<file path="src/rtl/jk_mod_counter_if.sv">
// ---------------------------------------------------------------------------
// jk_mod_counter_if
//   Control/status bundle for jk_mod_counter: mode/JK/load controls in,
//   count and flags out.
//   Revision: 1.0
// ---------------------------------------------------------------------------
`default_nettype none

interface jk_mod_counter_if #(
  parameter int WIDTH = 4
);
  logic             en;
  logic [1:0]       mode;
  logic [WIDTH-1:0] j;
  logic [WIDTH-1:0] k;
  logic             load;
  logic [WIDTH-1:0] load_val;
  logic [WIDTH-1:0] q;
  logic             tc;
  logic             wrap;
  logic             err;

  modport master (
    output en, mode, j, k, load, load_val,
    input  q, tc, wrap, err
  );

  modport slave (
    input  en, mode, j, k, load, load_val,
    output q, tc, wrap, err
  );
endinterface

`default_nettype wire

</file>
<file path="src/rtl/jk_mod_counter.sv">
// ---------------------------------------------------------------------------
// jk_mod_counter
//   WIDTH-bit modulo counter with hold/up/down/bitwise-JK modes, synchronous
//   load, terminal count, wrap pulse and sticky range-error flag.
//   Optional macro JK_CNT_SYNC_CLR_EN adds a highest-priority synchronous clr.
//   Revision: 1.0
// ---------------------------------------------------------------------------
`default_nettype none

module jk_mod_counter #(
  parameter int WIDTH     = 4,
  parameter int MODULUS   = 10,
  parameter int RESET_VAL = 0
) (
  input  wire logic          clk,
  input  wire logic          reset_n,
`ifdef JK_CNT_SYNC_CLR_EN
  input  wire logic          clr,
`endif
  jk_mod_counter_if.slave    bus
);

  localparam logic [WIDTH:0]   MOD_W = (WIDTH+1)'(MODULUS);
  localparam logic [WIDTH-1:0] MAX_Q = WIDTH'(MODULUS - 1);
  localparam logic [WIDTH-1:0] RST_Q = WIDTH'(RESET_VAL);

  localparam logic [1:0] MODE_HOLD = 2'b00;
  localparam logic [1:0] MODE_UP   = 2'b01;
  localparam logic [1:0] MODE_DOWN = 2'b10;
  localparam logic [1:0] MODE_JK   = 2'b11;

  if (MODULUS < 2 || MODULUS > (2 ** WIDTH) || RESET_VAL < 0 || RESET_VAL >= MODULUS)
  begin : g_param_check
    $error("jk_mod_counter: illegal WIDTH/MODULUS/RESET_VAL combination");
  end

  logic [WIDTH-1:0] q_q, q_d;
  logic             wrap_q, wrap_d;
  logic             err_q, err_d;

  logic             tc_w;
  logic [WIDTH-1:0] jk_raw_w;
  logic             load_ok_w;
  logic             jk_ok_w;

  assign tc_w = ((bus.mode == MODE_UP)   && (q_q == MAX_Q)) ||
                ((bus.mode == MODE_DOWN) && (q_q == '0));

  // Characteristic JK equation per bit: set on J, keep unless K.
  assign jk_raw_w  = (bus.j & ~q_q) | (~bus.k & q_q);

  assign load_ok_w = {1'b0, bus.load_val} < MOD_W;
  assign jk_ok_w   = {1'b0, jk_raw_w} < MOD_W;

  always_comb begin
    q_d    = q_q;
    wrap_d = 1'b0;
    err_d  = err_q;
`ifdef JK_CNT_SYNC_CLR_EN
    if (clr) begin
      q_d   = RST_Q;
      err_d = 1'b0;
    end else
`endif
    if (bus.load) begin
      if (load_ok_w) begin
        q_d = bus.load_val;
      end else begin
        q_d   = MAX_Q;
        err_d = 1'b1;
      end
    end else if (bus.en) begin
      case (bus.mode)
        MODE_UP: begin
          q_d    = (q_q == MAX_Q) ? '0 : q_q + WIDTH'(1);
          wrap_d = tc_w;
        end
        MODE_DOWN: begin
          q_d    = (q_q == '0) ? MAX_Q : q_q - WIDTH'(1);
          wrap_d = tc_w;
        end
        MODE_JK: begin
          if (jk_ok_w) begin
            q_d = jk_raw_w;
          end else begin
            q_d   = MAX_Q;
            err_d = 1'b1;
          end
        end
        MODE_HOLD: q_d = q_q;
        default:   q_d = q_q;
      endcase
    end
  end

  always_ff @(posedge clk or negedge reset_n) begin
    if (!reset_n) begin
      q_q    <= RST_Q;
      wrap_q <= 1'b0;
      err_q  <= 1'b0;
    end else begin
      q_q    <= q_d;
      wrap_q <= wrap_d;
      err_q  <= err_d;
    end
  end

  assign bus.q    = q_q;
  assign bus.tc   = tc_w;
  assign bus.wrap = wrap_q;
  assign bus.err  = err_q;

endmodule

`default_nettype wire

</file>
<file path="src/flat_wrapper.sv">
// flat-port wrapper written by rule: the top's interface ports become plain ports
module jk_mod_counter_flat 
#(
  parameter int WIDTH     = 4,
  parameter int MODULUS   = 10,
  parameter int RESET_VAL = 0
)
  (clk, reset_n, bus_en, bus_mode, bus_j, bus_k, bus_load, bus_load_val, bus_q, bus_tc, bus_wrap, bus_err);
  jk_mod_counter_if #(.WIDTH(WIDTH)) bus_i ();
  input  wire logic clk;
  input  wire logic reset_n;
  input wire logic [$bits(bus_i.en)-1:0] bus_en;
  input wire logic [$bits(bus_i.mode)-1:0] bus_mode;
  input wire logic [$bits(bus_i.j)-1:0] bus_j;
  input wire logic [$bits(bus_i.k)-1:0] bus_k;
  input wire logic [$bits(bus_i.load)-1:0] bus_load;
  input wire logic [$bits(bus_i.load_val)-1:0] bus_load_val;
  output wire logic [$bits(bus_i.q)-1:0] bus_q;
  output wire logic [$bits(bus_i.tc)-1:0] bus_tc;
  output wire logic [$bits(bus_i.wrap)-1:0] bus_wrap;
  output wire logic [$bits(bus_i.err)-1:0] bus_err;
  assign bus_i.en = bus_en;
  assign bus_i.mode = bus_mode;
  assign bus_i.j = bus_j;
  assign bus_i.k = bus_k;
  assign bus_i.load = bus_load;
  assign bus_i.load_val = bus_load_val;
  assign bus_q = bus_i.q;
  assign bus_tc = bus_i.tc;
  assign bus_wrap = bus_i.wrap;
  assign bus_err = bus_i.err;
  jk_mod_counter #(.WIDTH(WIDTH), .MODULUS(MODULUS), .RESET_VAL(RESET_VAL)) u_core (.clk(clk), .reset_n(reset_n), .bus(bus_i));
endmodule
</file>
<file path="config.mk">
export PLATFORM = sky130hd
export DESIGN_NAME = jk_mod_counter_flat
export DESIGN_NICKNAME = d
export VERILOG_FILES = /design/src/rtl/jk_mod_counter_if.sv /design/src/rtl/jk_mod_counter.sv /design/src/flat_wrapper.sv
export SDC_FILE = /design/constraint.sdc
export NUM_CORES = 1
export LEC_CHECK = 0
export ABC_AREA = 1
export CORE_MARGIN = 8
export CORE_UTILIZATION = 43
export CTS_CLUSTER_DIAMETER = 200
export DETAILED_ROUTE_END_ITERATION = 12
export DONT_BUFFER_PORTS = 1
export GPL_ROUTABILITY_DRIVEN = 0
export PLACE_DENSITY_LB_ADDON = 0.05
export SLEW_MARGIN = 5
export SYNTH_ARGS = -nofsm -noshare
export SYNTH_HDL_FRONTEND = slang
export SYNTH_SLANG_ARGS = --single-unit
export TNS_END_PERCENT = 10
</file>
<file path="constraint.sdc">
create_clock -name clk -period 1.6 [get_ports clk]
set_clock_uncertainty 0.05 [all_clocks]
set_input_delay 0.24 -clock clk [delete_from_list [all_inputs] [get_ports clk]]
set_output_delay 0.24 -clock clk [all_outputs]
set_load 0.02 [all_outputs]
</file>
==> impl_table.tex <==
\begin{tabular}{lr}
\hline
Metric & Value \\
\hline
\multicolumn{2}{l}{\textbf{Status}} \\
\quad Status & finished, final reports clean \\
\multicolumn{2}{l}{\textbf{STA}} \\
\quad Total negative slack for setup checks & 0 ps \\
\quad Final count of pins violating max slew & 0 \\
\quad Number of failing setup endpoints in the final timing report & 0 \\
\quad Ratio of final minimum period to clock period & 95.3\% \\
\quad Pin slew with the least headroom to its limit & roughly 370 ps \\
\quad Final Hold Viols & 0 \\
\quad Worst-case headroom to the max-slew limit & 75.6\% \\
\quad Max Clock Freq & 656 MHz \\
\quad RSZ-0062 raised after global routing & no \\
\quad Tmin final & between 1500 and 2000 ps \\
\quad Least setup slack across all paths after layout & approximately 75 ps \\
\multicolumn{2}{l}{\textbf{Power}} \\
\quad Power spent charging and discharging nets & 0.260 mW \\
\quad Fraction of power consumed by the clock network & around a quarter \\
\quad Relative contribution of combinational cells to total power & between 40\% and 50\% \\
\quad Static leakage power & roughly 0.37 nW \\
\quad Peak ir drop on the vdd network & between 0.4 and 0.5 mV \\
\quad Fraction of power consumed by sequential logic & a little under a third \\
\quad Net switching share of the total power & between 40\% and 50\% \\
\quad Power Internal & about 0.35 mW \\
\quad Total power draw & approximately 0.61 mW \\
\quad Power density over cell area & roughly 900 nW/um\^{}2 \\
\multicolumn{2}{l}{\textbf{Placement}} \\
\quad Placed Cells & roughly 120 \\
\quad Half-perimeter wire length of the detailed placement result & between 1000 and 1500 microns \\
\quad Worst setup slack after placement & around 230 ps \\
\quad Port buffer count & 0 \\
\multicolumn{2}{l}{\textbf{Setup path}} \\
\quad Element type at the critical path end & output port \\
\quad Worst R2R Start & u\_core.bus.q[2] \\
\quad Peak fanout along the critical path & 4 \\
\quad Reg-to-reg slack, setup & 310 ps \\
\quad Critical path launch point type & flop \\
\quad Cell type group with the largest total delay on the critical path & flip-flops \\
\quad Worst setup path endpoint & bus\_tc \\
\quad Crit path depth & 3 \\
\quad Endpoint of the lowest-slack register-to-register path & u\_core.bus.wrap \\
\quad Max incr delay on CP & approximately 430 ps \\
\quad Master of the slowest instance on the critical path & sky130\_fd\_sc\_hd\_\_dfrtp\_1 \\
\quad Data arrival time of the critical path & 1230 ps \\
\quad Setup crit start & u\_core.bus.q[2] \\
\quad Buffer and inverter count on the worst path & 0 \\
\quad Cells along the critical path & nor2\_2, nand3\_2, o21ai\_4 \\
\quad Crit path required time & 1310 ps \\
\quad Depth of the worst register-to-register path & 4 \\
\quad Crit path kind & reg2out \\
\multicolumn{2}{l}{\textbf{Drt}} \\
\quad Total length of routed met2 wires & 804 microns \\
\quad Length of the first detailed-routing pass in iterations & 6 \\
\quad Detailed-route wire length & $\sim$1700 microns \\
\quad Routed via count divided by cell count & 5.21 \\
\quad 1st-iter DRT viols & 25 \\
\quad ANT nets after route & 0 \\
\quad Highest routed layer & met4 \\
\quad Wire length on met1 & $\sim$760 microns \\
\quad Residual DRC count & 0 \\
\quad Detail-routed net length per standard cell & 14.0 microns \\
\quad Met3 routed wirelength & 133 microns \\
\quad Count of vias placed by the detailed router & approximately 640 \\
\multicolumn{2}{l}{\textbf{Synth}} \\
\quad Count of flip-flops with a built-in enable after synthesis & 0 \\
\quad Number of storage elements in the synthesis netlist & 6 \\
\quad Sequential area share after synthesis & approximately 25\% \\
\quad Largest area contributor in the synthesized netlist & sky130\_fd\_sc\_hd\_\_dfrtp\_1 \\
\quad Number of nets in the synthesized netlist & between 100 and 150 \\
\quad Cell with the most instances after synthesis & sky130\_fd\_sc\_hd\_\_nand2\_1 \\
\quad Dominant cells by area after synthesis & sky130\_fd\_sc\_hd\_\_dfrtp\_1 25\%, sky130\_fd\_sc\_hd\_\_nand2\_1 16\%, sky130\_fd\_sc\_hd\_\_nand3\_1 13\% \\
\quad Mean post-synth cell area & 5.97 sq um \\
\quad Top cells by count, synth & 26 x sky130\_fd\_sc\_hd\_\_nand2\_1, 15 x sky130\_fd\_sc\_hd\_\_inv\_1, 15 x sky130\_fd\_sc\_hd\_\_nand3\_1 \\
\quad Share of flip-flops with an asynchronous set or reset after synthesis & 100\% \\
\quad Total standard cell area after synthesis & between 500 and 600 sq um \\
\quad Synthesized instance count & 100 \\
\quad Count of distinct cell types in the synthesized netlist & 17 \\
\quad Fraction of synthesized cell area taken by the top area cell type & 25.2\% \\
\quad Yosys warns & 0 \\
\quad Post-synth top flop & sky130\_fd\_sc\_hd\_\_dfrtp\_1 \\
\multicolumn{2}{l}{\textbf{Floorplan}} \\
\quad I/O pin cnt & 25 \\
\quad Floorplan die width & roughly 53 microns \\
\quad Total die area & $\sim$2800 sq um \\
\quad Starting density of the core & 45.9\% \\
\quad Core area & approximately 1300 sq um \\
\quad Num rows & 13 \\
\quad Vertical die dimension & $\sim$53 microns \\
\multicolumn{2}{l}{\textbf{Hold path}} \\
\quad Path type of the worst min-delay path & in2reg \\
\multicolumn{2}{l}{\textbf{Final layout}} \\
\quad Final core utilization & roughly 53\% \\
\quad Fraction of layout cells with a size suffix above 1 & approximately 14\% \\
\quad Final Non-Filler Cells & roughly 120 \\
\quad Count of nets after finishing & between 100 and 150 \\
\quad Relative area change from synthesis to final layout & 16.4\% \\
\quad Antenna diode count & 0 \\
\multicolumn{2}{l}{\textbf{Clock network}} \\
\quad TritonCTS buffer count & 3 \\
\quad Clock transition at the registers of the reported paths & approximately 50 ps \\
\quad Number of buffers on the longest clock path & 2 \\
\quad CTS tree & built \\
\quad Root buf cell & sky130\_fd\_sc\_hd\_\_clkbuf\_4 \\
\quad H-tree depth reported by CTS & 1 \\
\quad Setup bufs post-CTS & 0 \\
\quad Clock insertion delay at the later pin of the skew report & 250 ps \\
\quad Sink Count & 6 \\
\multicolumn{2}{l}{\textbf{Global route}} \\
\quad Pin count of the biggest net entering global routing & 9 \\
\quad Via count of the first global-routing pass & 621 \\
\quad Global-route total usage across every layer & between 10\% and 20\% \\
\quad First-pass GRT wire length & between 2000 and 3000 microns \\
\quad Antenna violations before repair & 0 \\
\quad GRT overflow & 0 \\
\multicolumn{2}{l}{\textbf{Run}} \\
\quad Max-cap violations & 0 \\
\hline
\end{tabular}
-- power by group through the flow --
| stage | sequential [mW] | clock, mW | combinational (mW) |
|---|---|---|---|
| CTS | 0.190 | 0.147 | 0.262 |
| floorplan | 0.221 | 0 | 0.154 |
| global placement | 0.192 | 0 | 0.256 |
| detailed placement | 0.192 | 0 | 0.256 |
| global route | 0.195 | 0.161 | 0.301 |
| finish | 0.192 | 0.149 | 0.267 |
-- per-layer routing --
layer | vias to the layer above | GRT usage (%)
li1 | 337 | -
met1 | 281 | 14.0
met2 | 21 | 19.3
met3 | 2 | 5.04
met4 | 0 | 4.20
met5 | - | 0
-- placed cells by master, fill, tap and decap left out --
| cell | synthesis | routed |
|---|---|---|
| sky130_fd_sc_hd__nand2_1 | 26 | 26 |
| sky130_fd_sc_hd__inv_2 | 2 | 2 |
| sky130_fd_sc_hd__a21oi_2 | 1 | 1 |
| sky130_fd_sc_hd__clkbuf_4 | 0 | 3 |
| sky130_fd_sc_hd__nand4_1 | 2 | 2 |
| sky130_fd_sc_hd__buf_4 | 0 | 4 |
| sky130_fd_sc_hd__a31oi_1 | 2 | 2 |
| sky130_fd_sc_hd__nand3b_1 | 1 | 1 |
| sky130_fd_sc_hd__dfrtp_1 | 6 | 5 |
| sky130_fd_sc_hd__nor2_2 | 1 | 2 |
| sky130_fd_sc_hd__dlygate4sd3_1 | 0 | 1 |
| sky130_fd_sc_hd__nand3_1 | 15 | 14 |
| sky130_fd_sc_hd__nor2_1 | 14 | 13 |
| sky130_fd_sc_hd__o21ai_0 | 2 | 2 |
| sky130_fd_sc_hd__a21oi_1 | 3 | 3 |
| sky130_fd_sc_hd__ha_1 | 4 | 4 |
| sky130_fd_sc_hd__and3_1 | 1 | 1 |
| sky130_fd_sc_hd__o21ai_1 | 4 | 4 |
| sky130_fd_sc_hd__dfrtp_2 | 0 | 1 |
| sky130_fd_sc_hd__o21ai_4 | 0 | 1 |
| sky130_fd_sc_hd__nand3_2 | 0 | 1 |
| sky130_fd_sc_hd__inv_1 | 15 | 15 |
-- state kept, by name (all words and copies together), names as in the netlist --
signal	count
u_core.bus.err	1
u_core.bus.q	4
u_core.bus.wrap	1
-- final cells by class --
type / instances / area, sq um
Clock buffer: 3 / 22.5
Fill cell: 149 / 607
Sequential cell: 6 / 151
Inverter: 17 / 63.8
Tap cell: 15 / 18.8
Multi-Input combinational cell: 77 / 398
Timing Repair Buffer: 5 / 40.0
-- per-stage QoR --
stage	area [sq um]	hold slack, ps
global route	694	138
CTS	678	127
floorplan	597	-106
global placement	646	-105
detailed placement	646	-105
finish	694	121
-- how the worst min path moves through the flow --
stage               cells after the start  slack [ps]               to      from
detailed placement                      0        -110  u_core.bus.q[2]   reset_n
floorplan                               0        -110   u_core.bus.err   reset_n
global route                            3         140  u_core.bus.q[3]  bus_load
CTS                                     3         130   u_core.bus.err  bus_load
global placement                        0        -110  u_core.bus.q[2]   reset_n
finish                                  3         120  u_core.bus.q[3]  bus_load
-- tightest hold or removal path: stages --
cell                      delay (ps)
sky130_fd_sc_hd__a21oi_1          40
sky130_fd_sc_hd__nand2_1          60
sky130_fd_sc_hd__nand2_1          40
-- cell families (layout without fill, tap and decap cells) --
logic type	count (synthesis)	after routing	synth area share (%)
buf+inv	17	25	10.7
compound gates	13	13	12.6
simple gates	60	60	43.2
flops	6	6	25.2
fa+ha+maj	4	4	8.39
-- timing repair --
| item | 4_1_cts | 5_1_grt |
|---|---|---|
| hold buffers | 1 | 0 |
| resized for setup | 0 | 4 |
| endpoints found under the hold margin | 6 | 0 |
| setup endpoints to repair | 0 | 1 |
Power figures use the tool's default switching activity.
